==> src/rtl/multicycle_control_fsm_pkg.sv <==
// Shared definitions for the multicycle RV32I main controller: state encoding,
// opcode constants and datapath select encodings (package control_pkg).
package control_pkg;

  typedef enum logic [3:0] {
    S_FETCH    = 4'd0,
    S_DECODE   = 4'd1,
    S_MEMADR   = 4'd2,
    S_MEMREAD  = 4'd3,
    S_MEMWB    = 4'd4,
    S_MEMWRITE = 4'd5,
    S_EXECUTER = 4'd6,
    S_EXECUTEI = 4'd7,
    S_ALUWB    = 4'd8,
    S_JAL      = 4'd9,
    S_BRANCH   = 4'd10
  } state_t;

  localparam logic [6:0] OP_LOAD   = 7'b0000011;
  localparam logic [6:0] OP_STORE  = 7'b0100011;
  localparam logic [6:0] OP_RTYPE  = 7'b0110011;
  localparam logic [6:0] OP_ITYPE  = 7'b0010011;
  localparam logic [6:0] OP_JAL    = 7'b1101111;
  localparam logic [6:0] OP_BRANCH = 7'b1100011;

  localparam logic [1:0] ALU_OP_ADD    = 2'b00;
  localparam logic [1:0] ALU_OP_BRANCH = 2'b01;
  localparam logic [1:0] ALU_OP_FUNCT  = 2'b10;

  localparam logic [1:0] SRC_A_PC     = 2'b00;
  localparam logic [1:0] SRC_A_OLD_PC = 2'b01;
  localparam logic [1:0] SRC_A_RS1    = 2'b10;

  localparam logic [1:0] SRC_B_RS2  = 2'b00;
  localparam logic [1:0] SRC_B_IMM  = 2'b01;
  localparam logic [1:0] SRC_B_FOUR = 2'b10;

  localparam logic [1:0] RES_ALU_OUT    = 2'b00;
  localparam logic [1:0] RES_READ_DATA  = 2'b01;
  localparam logic [1:0] RES_ALU_RESULT = 2'b10;

  function automatic logic is_supported(input logic [6:0] op);
    return (op == OP_LOAD)  || (op == OP_STORE) || (op == OP_RTYPE) ||
           (op == OP_ITYPE) || (op == OP_JAL)   || (op == OP_BRANCH);
  endfunction

endpackage

==> src/rtl/multicycle_control_fsm_if.sv <==
// Controller <-> datapath bundle. master = controller, slave = datapath side.
interface multicycle_control_fsm_if;

  logic [6:0] opcode;
  logic       mem_ready;
  logic [1:0] alu_op;
  logic [1:0] alu_src_a;
  logic [1:0] alu_src_b;
  logic [1:0] result_src;
  logic       adr_src;
  logic       ir_write;
  logic       pc_update;
  logic       reg_write;
  logic       mem_write;
  logic       branch;
  logic       illegal_instr;
  logic [3:0] state;

  modport master (
    input  opcode, mem_ready,
    output alu_op, alu_src_a, alu_src_b, result_src, adr_src,
           ir_write, pc_update, reg_write, mem_write, branch,
           illegal_instr, state
  );

  modport slave (
    output opcode, mem_ready,
    input  alu_op, alu_src_a, alu_src_b, result_src, adr_src,
           ir_write, pc_update, reg_write, mem_write, branch,
           illegal_instr, state
  );

endinterface

==> src/rtl/multicycle_control_fsm.sv <==
// Multicycle RV32I main controller (Moore FSM). Define MCFSM_MEM_WAIT_EN to make
// FETCH/MEMREAD/MEMWRITE hold until mem_ready.
//
// state      | meaning
// -----------+-----------------------------------------------
// FETCH      | IR <- mem[PC], PC <- PC+4
// DECODE     | read regs, precompute PC+imm, dispatch by opcode
// MEMADR     | rs1 + imm load/store address
// MEMREAD    | load data read
// MEMWB      | load data -> rd
// MEMWRITE   | store data write
// EXECUTER   | rs1 op rs2
// EXECUTEI   | rs1 op imm
// ALUWB      | ALU-out register -> rd
// JAL        | PC <- target, link value PC+4
// BRANCH     | rs1 compare rs2, conditional PC write
module multicycle_control_fsm
  import control_pkg::*;
(
  input  logic                     clk,
  input  logic                     rst,
  multicycle_control_fsm_if.master ctrl
);

  state_t state_q;
  state_t state_d;
  logic   mem_done;

`ifdef MCFSM_MEM_WAIT_EN
  assign mem_done = ctrl.mem_ready;
`else
  logic unused_mem_ready;
  assign unused_mem_ready = ctrl.mem_ready;
  assign mem_done = 1'b1;
`endif

  always_ff @(posedge clk or posedge rst) begin
    if (rst) state_q <= S_FETCH;
    else     state_q <= state_d;
  end

  always_comb begin
    state_d = state_q;
    case (state_q)
      S_FETCH:    if (mem_done) state_d = S_DECODE;
      S_DECODE: begin
        case (ctrl.opcode)
          OP_LOAD, OP_STORE: state_d = S_MEMADR;
          OP_RTYPE:          state_d = S_EXECUTER;
          OP_ITYPE:          state_d = S_EXECUTEI;
          OP_JAL:            state_d = S_JAL;
          OP_BRANCH:         state_d = S_BRANCH;
          default:           state_d = S_FETCH;
        endcase
      end
      S_MEMADR:   state_d = ctrl.opcode[5] ? S_MEMWRITE : S_MEMREAD;
      S_MEMREAD:  if (mem_done) state_d = S_MEMWB;
      S_MEMWRITE: if (mem_done) state_d = S_FETCH;
      S_EXECUTER: state_d = S_ALUWB;
      S_EXECUTEI: state_d = S_ALUWB;
      S_JAL:      state_d = S_ALUWB;
      default:    state_d = S_FETCH;
    endcase
  end

  logic [1:0] alu_op_s, src_a_s, src_b_s, result_src_s;
  logic       adr_src_s, ir_write_s, pc_update_s, reg_write_s;
  logic       mem_write_s, branch_s, illegal_s;

  always_comb begin
    alu_op_s     = ALU_OP_ADD;
    src_a_s      = SRC_A_PC;
    src_b_s      = SRC_B_RS2;
    result_src_s = RES_ALU_OUT;
    adr_src_s    = 1'b0;
    ir_write_s   = 1'b0;
    pc_update_s  = 1'b0;
    reg_write_s  = 1'b0;
    mem_write_s  = 1'b0;
    branch_s     = 1'b0;
    illegal_s    = 1'b0;
    case (state_q)
      S_FETCH: begin
        src_b_s      = SRC_B_FOUR;
        result_src_s = RES_ALU_RESULT;
        ir_write_s   = mem_done;
        pc_update_s  = mem_done;
      end
      S_DECODE: begin
        src_a_s   = SRC_A_OLD_PC;
        src_b_s   = SRC_B_IMM;
        illegal_s = !is_supported(ctrl.opcode);
      end
      S_MEMADR: begin
        src_a_s = SRC_A_RS1;
        src_b_s = SRC_B_IMM;
      end
      S_MEMREAD:  adr_src_s = 1'b1;
      S_MEMWB: begin
        result_src_s = RES_READ_DATA;
        reg_write_s  = 1'b1;
      end
      S_MEMWRITE: begin
        adr_src_s   = 1'b1;
        mem_write_s = 1'b1;
      end
      S_EXECUTER: begin
        src_a_s  = SRC_A_RS1;
        alu_op_s = ALU_OP_FUNCT;
      end
      S_EXECUTEI: begin
        src_a_s  = SRC_A_RS1;
        src_b_s  = SRC_B_IMM;
        alu_op_s = ALU_OP_FUNCT;
      end
      S_ALUWB:    reg_write_s = 1'b1;
      S_JAL: begin
        src_a_s     = SRC_A_OLD_PC;
        src_b_s     = SRC_B_FOUR;
        pc_update_s = 1'b1;
      end
      S_BRANCH: begin
        src_a_s  = SRC_A_RS1;
        alu_op_s = ALU_OP_BRANCH;
        branch_s = 1'b1;
      end
      default: ;
    endcase
  end

  // Strobes are gated by rst so none can fire while reset is asserted.
  assign ctrl.alu_op        = alu_op_s;
  assign ctrl.alu_src_a     = src_a_s;
  assign ctrl.alu_src_b     = src_b_s;
  assign ctrl.result_src    = result_src_s;
  assign ctrl.adr_src       = adr_src_s;
  assign ctrl.ir_write      = ir_write_s  & ~rst;
  assign ctrl.pc_update     = pc_update_s & ~rst;
  assign ctrl.reg_write     = reg_write_s & ~rst;
  assign ctrl.mem_write     = mem_write_s & ~rst;
  assign ctrl.branch        = branch_s    & ~rst;
  assign ctrl.illegal_instr = illegal_s   & ~rst;
  assign ctrl.state         = state_q;

endmodule

==> src/flat_wrapper.sv <==
// flat-port wrapper written by rule: the top's interface ports become plain ports
module multicycle_control_fsm_flat import control_pkg::*;
  (clk, rst, ctrl_opcode, ctrl_mem_ready, ctrl_alu_op, ctrl_alu_src_a, ctrl_alu_src_b, ctrl_result_src, ctrl_adr_src, ctrl_ir_write, ctrl_pc_update, ctrl_reg_write, ctrl_mem_write, ctrl_branch, ctrl_illegal_instr, ctrl_state);
  multicycle_control_fsm_if ctrl_i ();
  input  logic clk;
  input  logic rst;
  input wire logic [$bits(ctrl_i.opcode)-1:0] ctrl_opcode;
  input wire logic [$bits(ctrl_i.mem_ready)-1:0] ctrl_mem_ready;
  output wire logic [$bits(ctrl_i.alu_op)-1:0] ctrl_alu_op;
  output wire logic [$bits(ctrl_i.alu_src_a)-1:0] ctrl_alu_src_a;
  output wire logic [$bits(ctrl_i.alu_src_b)-1:0] ctrl_alu_src_b;
  output wire logic [$bits(ctrl_i.result_src)-1:0] ctrl_result_src;
  output wire logic [$bits(ctrl_i.adr_src)-1:0] ctrl_adr_src;
  output wire logic [$bits(ctrl_i.ir_write)-1:0] ctrl_ir_write;
  output wire logic [$bits(ctrl_i.pc_update)-1:0] ctrl_pc_update;
  output wire logic [$bits(ctrl_i.reg_write)-1:0] ctrl_reg_write;
  output wire logic [$bits(ctrl_i.mem_write)-1:0] ctrl_mem_write;
  output wire logic [$bits(ctrl_i.branch)-1:0] ctrl_branch;
  output wire logic [$bits(ctrl_i.illegal_instr)-1:0] ctrl_illegal_instr;
  output wire logic [$bits(ctrl_i.state)-1:0] ctrl_state;
  assign ctrl_i.opcode = ctrl_opcode;
  assign ctrl_i.mem_ready = ctrl_mem_ready;
  assign ctrl_alu_op = ctrl_i.alu_op;
  assign ctrl_alu_src_a = ctrl_i.alu_src_a;
  assign ctrl_alu_src_b = ctrl_i.alu_src_b;
  assign ctrl_result_src = ctrl_i.result_src;
  assign ctrl_adr_src = ctrl_i.adr_src;
  assign ctrl_ir_write = ctrl_i.ir_write;
  assign ctrl_pc_update = ctrl_i.pc_update;
  assign ctrl_reg_write = ctrl_i.reg_write;
  assign ctrl_mem_write = ctrl_i.mem_write;
  assign ctrl_branch = ctrl_i.branch;
  assign ctrl_illegal_instr = ctrl_i.illegal_instr;
  assign ctrl_state = ctrl_i.state;
  multicycle_control_fsm u_core (.clk(clk), .rst(rst), .ctrl(ctrl_i));
endmodule
==> config.mk <==
export PLATFORM = sky130hd
export DESIGN_NAME = multicycle_control_fsm_flat
export DESIGN_NICKNAME = d
export VERILOG_FILES = /design/src/rtl/multicycle_control_fsm_pkg.sv /design/src/rtl/multicycle_control_fsm_if.sv /design/src/rtl/multicycle_control_fsm.sv /design/src/flat_wrapper.sv
export SDC_FILE = /design/constraint.sdc
export NUM_CORES = 1
export LEC_CHECK = 0
export CELL_PAD_IN_SITES_DETAIL_PLACEMENT = 2
export CELL_PAD_IN_SITES_GLOBAL_PLACEMENT = 2
export CORE_MARGIN = 2
export CORE_UTILIZATION = 17
export DETAILED_ROUTE_END_ITERATION = 10
export PLACE_DENSITY_LB_ADDON = 0.1
export SLEW_MARGIN = 5
export SYNTH_ARGS = -nofsm -noshare
export SYNTH_HDL_FRONTEND = slang
export SYNTH_SLANG_ARGS = --single-unit
==> constraint.sdc <==
create_clock -name clk -period 2.9 [get_ports clk]
set_clock_uncertainty 0.2 [all_clocks]
set_input_delay 0.58 -clock clk [delete_from_list [all_inputs] [get_ports clk]]
set_output_delay 0.58 -clock clk [all_outputs]
set_load 0.01 [all_outputs]
==> summary.md <==
| Metric | Value |
|---|---|
| Clock Latency Late Sink | 230 ps |
| Worst vdd ir | 0.177 mV |
| Area Overhead vs Synth | 99.4% |
| Largest net degree at the start of global routing | 14 |
| Cell Pwr Density | 527 nW/um^2 |
| Syn avg cell area | 7.01 um^2 |
| Layout cell share with drive strength beyond 1 | 17.5% |
| Startpoint Class | input pin |
| DP Worst Slack | -104 ps |
| Sw power | 0.000159 W |
| Cells after synthesis | 58 |
| Syn nets | 68 |
| Routed wire length | 1460 um |
| CTS H-tree depth | 1 |
| Distinct cells, synth | 27 |
| Critical path class | in -> out |
| Register bit total from synthesis | 4 |
| DRT Pass-1 Iters | 2 |
| Sequential area share after synthesis | 24.6% |
| Post-synth top area cell | dfrtp_1 |
| Least-Margin Pin Slew | 378 ps |
| CTS Hold Bufs | 0 |
| Remaining DRCs | 0 |
| Tcrit/Tclk final | 94.9% |
| Hold Path Class | reg -> reg |
| F_max | 363 MHz |
| Leakage power figure | 0.331 nW |
| Hold Path Stages | 3 |
| IO buf count | 27 |
| Iteration-0 DRC Markers | 1 |
| Max FFs per register | 4 |
| Met3 usage | 0.847% |
| GRT busiest layer | met2 |
| Most frequent cell after synthesis | nor3_1 |
| GR Util met2 | 22.7% |
| Die Ht | 52.9 um |
| Drt wl/cell | 11.7 um |
| Combinational share of power | 65.0% |
| CP Capture Type | primary output |
| Post-synth EDFFs | 0 |
| Global Route Usage Sum | 12.2% |
| Antenna diodes | 0 |
| Post-CTS sizing | 1 |
| Clk root buf | clkbuf_4 |
| Slew HR | 74.4% |
| Final Net Count | 109 |
| Initial Util | 18.2% |
| Switching Share | 37.3% |
| Vias per cell | 4.59 |
| Gpl congestion | 0.705 |
| Crit-path max FO | 5 |
| Gr ovfl total | 0 |
| Fin crit period | 2750 ps |
| Status | finished clean |
| Longest Clk Path Bufs | 2 |
| M1 GR Usage | 13.7% |
| Setup ws final | 148 ps |
| Final Slew Violations | 0 |
| Synth warn | 0 |
| Async set-reset flop share out of synthesis | 100% |
| Clk sink count | 4 |
| Die X | 52.9 um |
| WP data required | 2120 ps |
| Post-CTS Setup Bufs | 0 |
| Max_cap viols | 0 |
| Worst reg-to-reg path cell count | 5 |
| Top post-synthesis cells by area | dfrtp_1 (25%), nor3_1 (8.6%), xnor2_1 (6.5%) |
| Hold Fails Final Rpt | 0 |
| Clock power share | 15.2% |
| Cell-internal power | 0.000268 W |
| # setup viols final | 0 |
| First-pass GRT wire length | 2490 um |
| FP Rows | 17 |
| # fillers | 271 |
| Unrepaired setup endpoints after global routing | false |
| Cts bufs inserted | 3 |
| Core area | 2230 um^2 |
| Top Ports | 29 |
| Mapped Area | 407 um^2 |
| Clock transition at the registers of the reported paths | 30 ps |
| Worst hold slack | 444 ps |
| Die footprint | 2800 um^2 |
| CP arrival | 1970 ps |
| Post-synth top area share | 24.6% |
| Vias in the first global route | 561 |
| Register share of total power | 19.8% |
| Via Count | 574 |
| Main synth FF type | dfrtp_1 |
| HPWL after detailed placement | 1240 um |
| Initial antenna violation count | 0 |
| CTS tree | built |
| Remaining antenna violation count | 0 |
| Fin util | 36.3% |
-- stage by stage --
stage	cells	power (W)	TNS [ps]	instance area (um^2)
6_report	125	0.000427	0	811
5_1_grt	125	0.000463	0	811
4_1_cts	125	0.000438	0	811
3_5_place_dp	122	0.000372	-104	790
3_3_place_gp	122	0.000370	-72.8	790
2_1_floorplan	58	0.000206	0	407
-- power groups by stage --
stage / combinational [W] / clock [W] / sequential [W]
after global routing: 0.000306 / 0.0000692 / 0.0000881
after floorplan: 0.000123 / 0 / 0.0000830
after global placement: 0.000282 / 0 / 0.0000878
after CTS: 0.000284 / 0.0000691 / 0.0000856
final: 0.000278 / 0.0000648 / 0.0000848
after detailed placement: 0.000286 / 0 / 0.0000863
-- metal layers --
| metal | vias to the layer above | wire, um |
|---|---|---|
| met1 | 271 | 585 |
| met3 | 0 | 65 |
| met5 | - | 0 |
| li1 | 286 | - |
| met2 | 17 | 808 |
| met4 | 0 | 0 |
-- final cells by class --
type	count	area, um^2	share of cell area, %
Tap cell	28	35.0	4.32
Sequential cell	4	100	12.3
Timing Repair Buffer	41	374	46.1
Clock buffer	3	22.5	2.78
Multi-Input combinational cell	46	268	33.0
Inverter	3	11.3	1.39
-- worst paths after layout --
kind	start	end	slack, ps
worst max-delay path	rst	ctrl_pc_update	150
worst min-delay path	u_core.ctrl.state[1]	u_core.ctrl.state[1]	440
worst max register to register	u_core.ctrl.state[0]	u_core.ctrl.state[3]	1450
worst min register to register	u_core.ctrl.state[1]	u_core.ctrl.state[1]	440
max in group asynchronous	rst	u_core.ctrl.state[1]	1800
min in group asynchronous	rst	u_core.ctrl.state[3]	600
-- placed cells by master (no fill, tap or decap), types with 2 or more instances in the layout --
master	count
buf_4	14
clkdlybuf4s50_1	26
xnor2_1	3
nand2_1	4
nand2b_1	2
nor2_1	4
inv_1	3
or3_1	2
nor4_1	4
nor3_1	7
clkbuf_4	3
dfrtp_1	4
a21oi_1	3
o21ai_0	4
xor2_1	2
-- kinds of logic after synthesis --
| family | synth area share (%) |
|---|---|
| compound gates | 11.7 |
| xor+xnor | 10.8 |
| buf+inv | 9.54 |
| flops | 24.6 |
| simple gates | 43.4 |
-- worst max-delay path, cell delays in order --
cell and delay [ps]:
clkdlybuf4s50_1 420, buf_4 160, nor4_1 230, clkdlybuf4s50_1 580
Power figures use the tool's default switching activity.
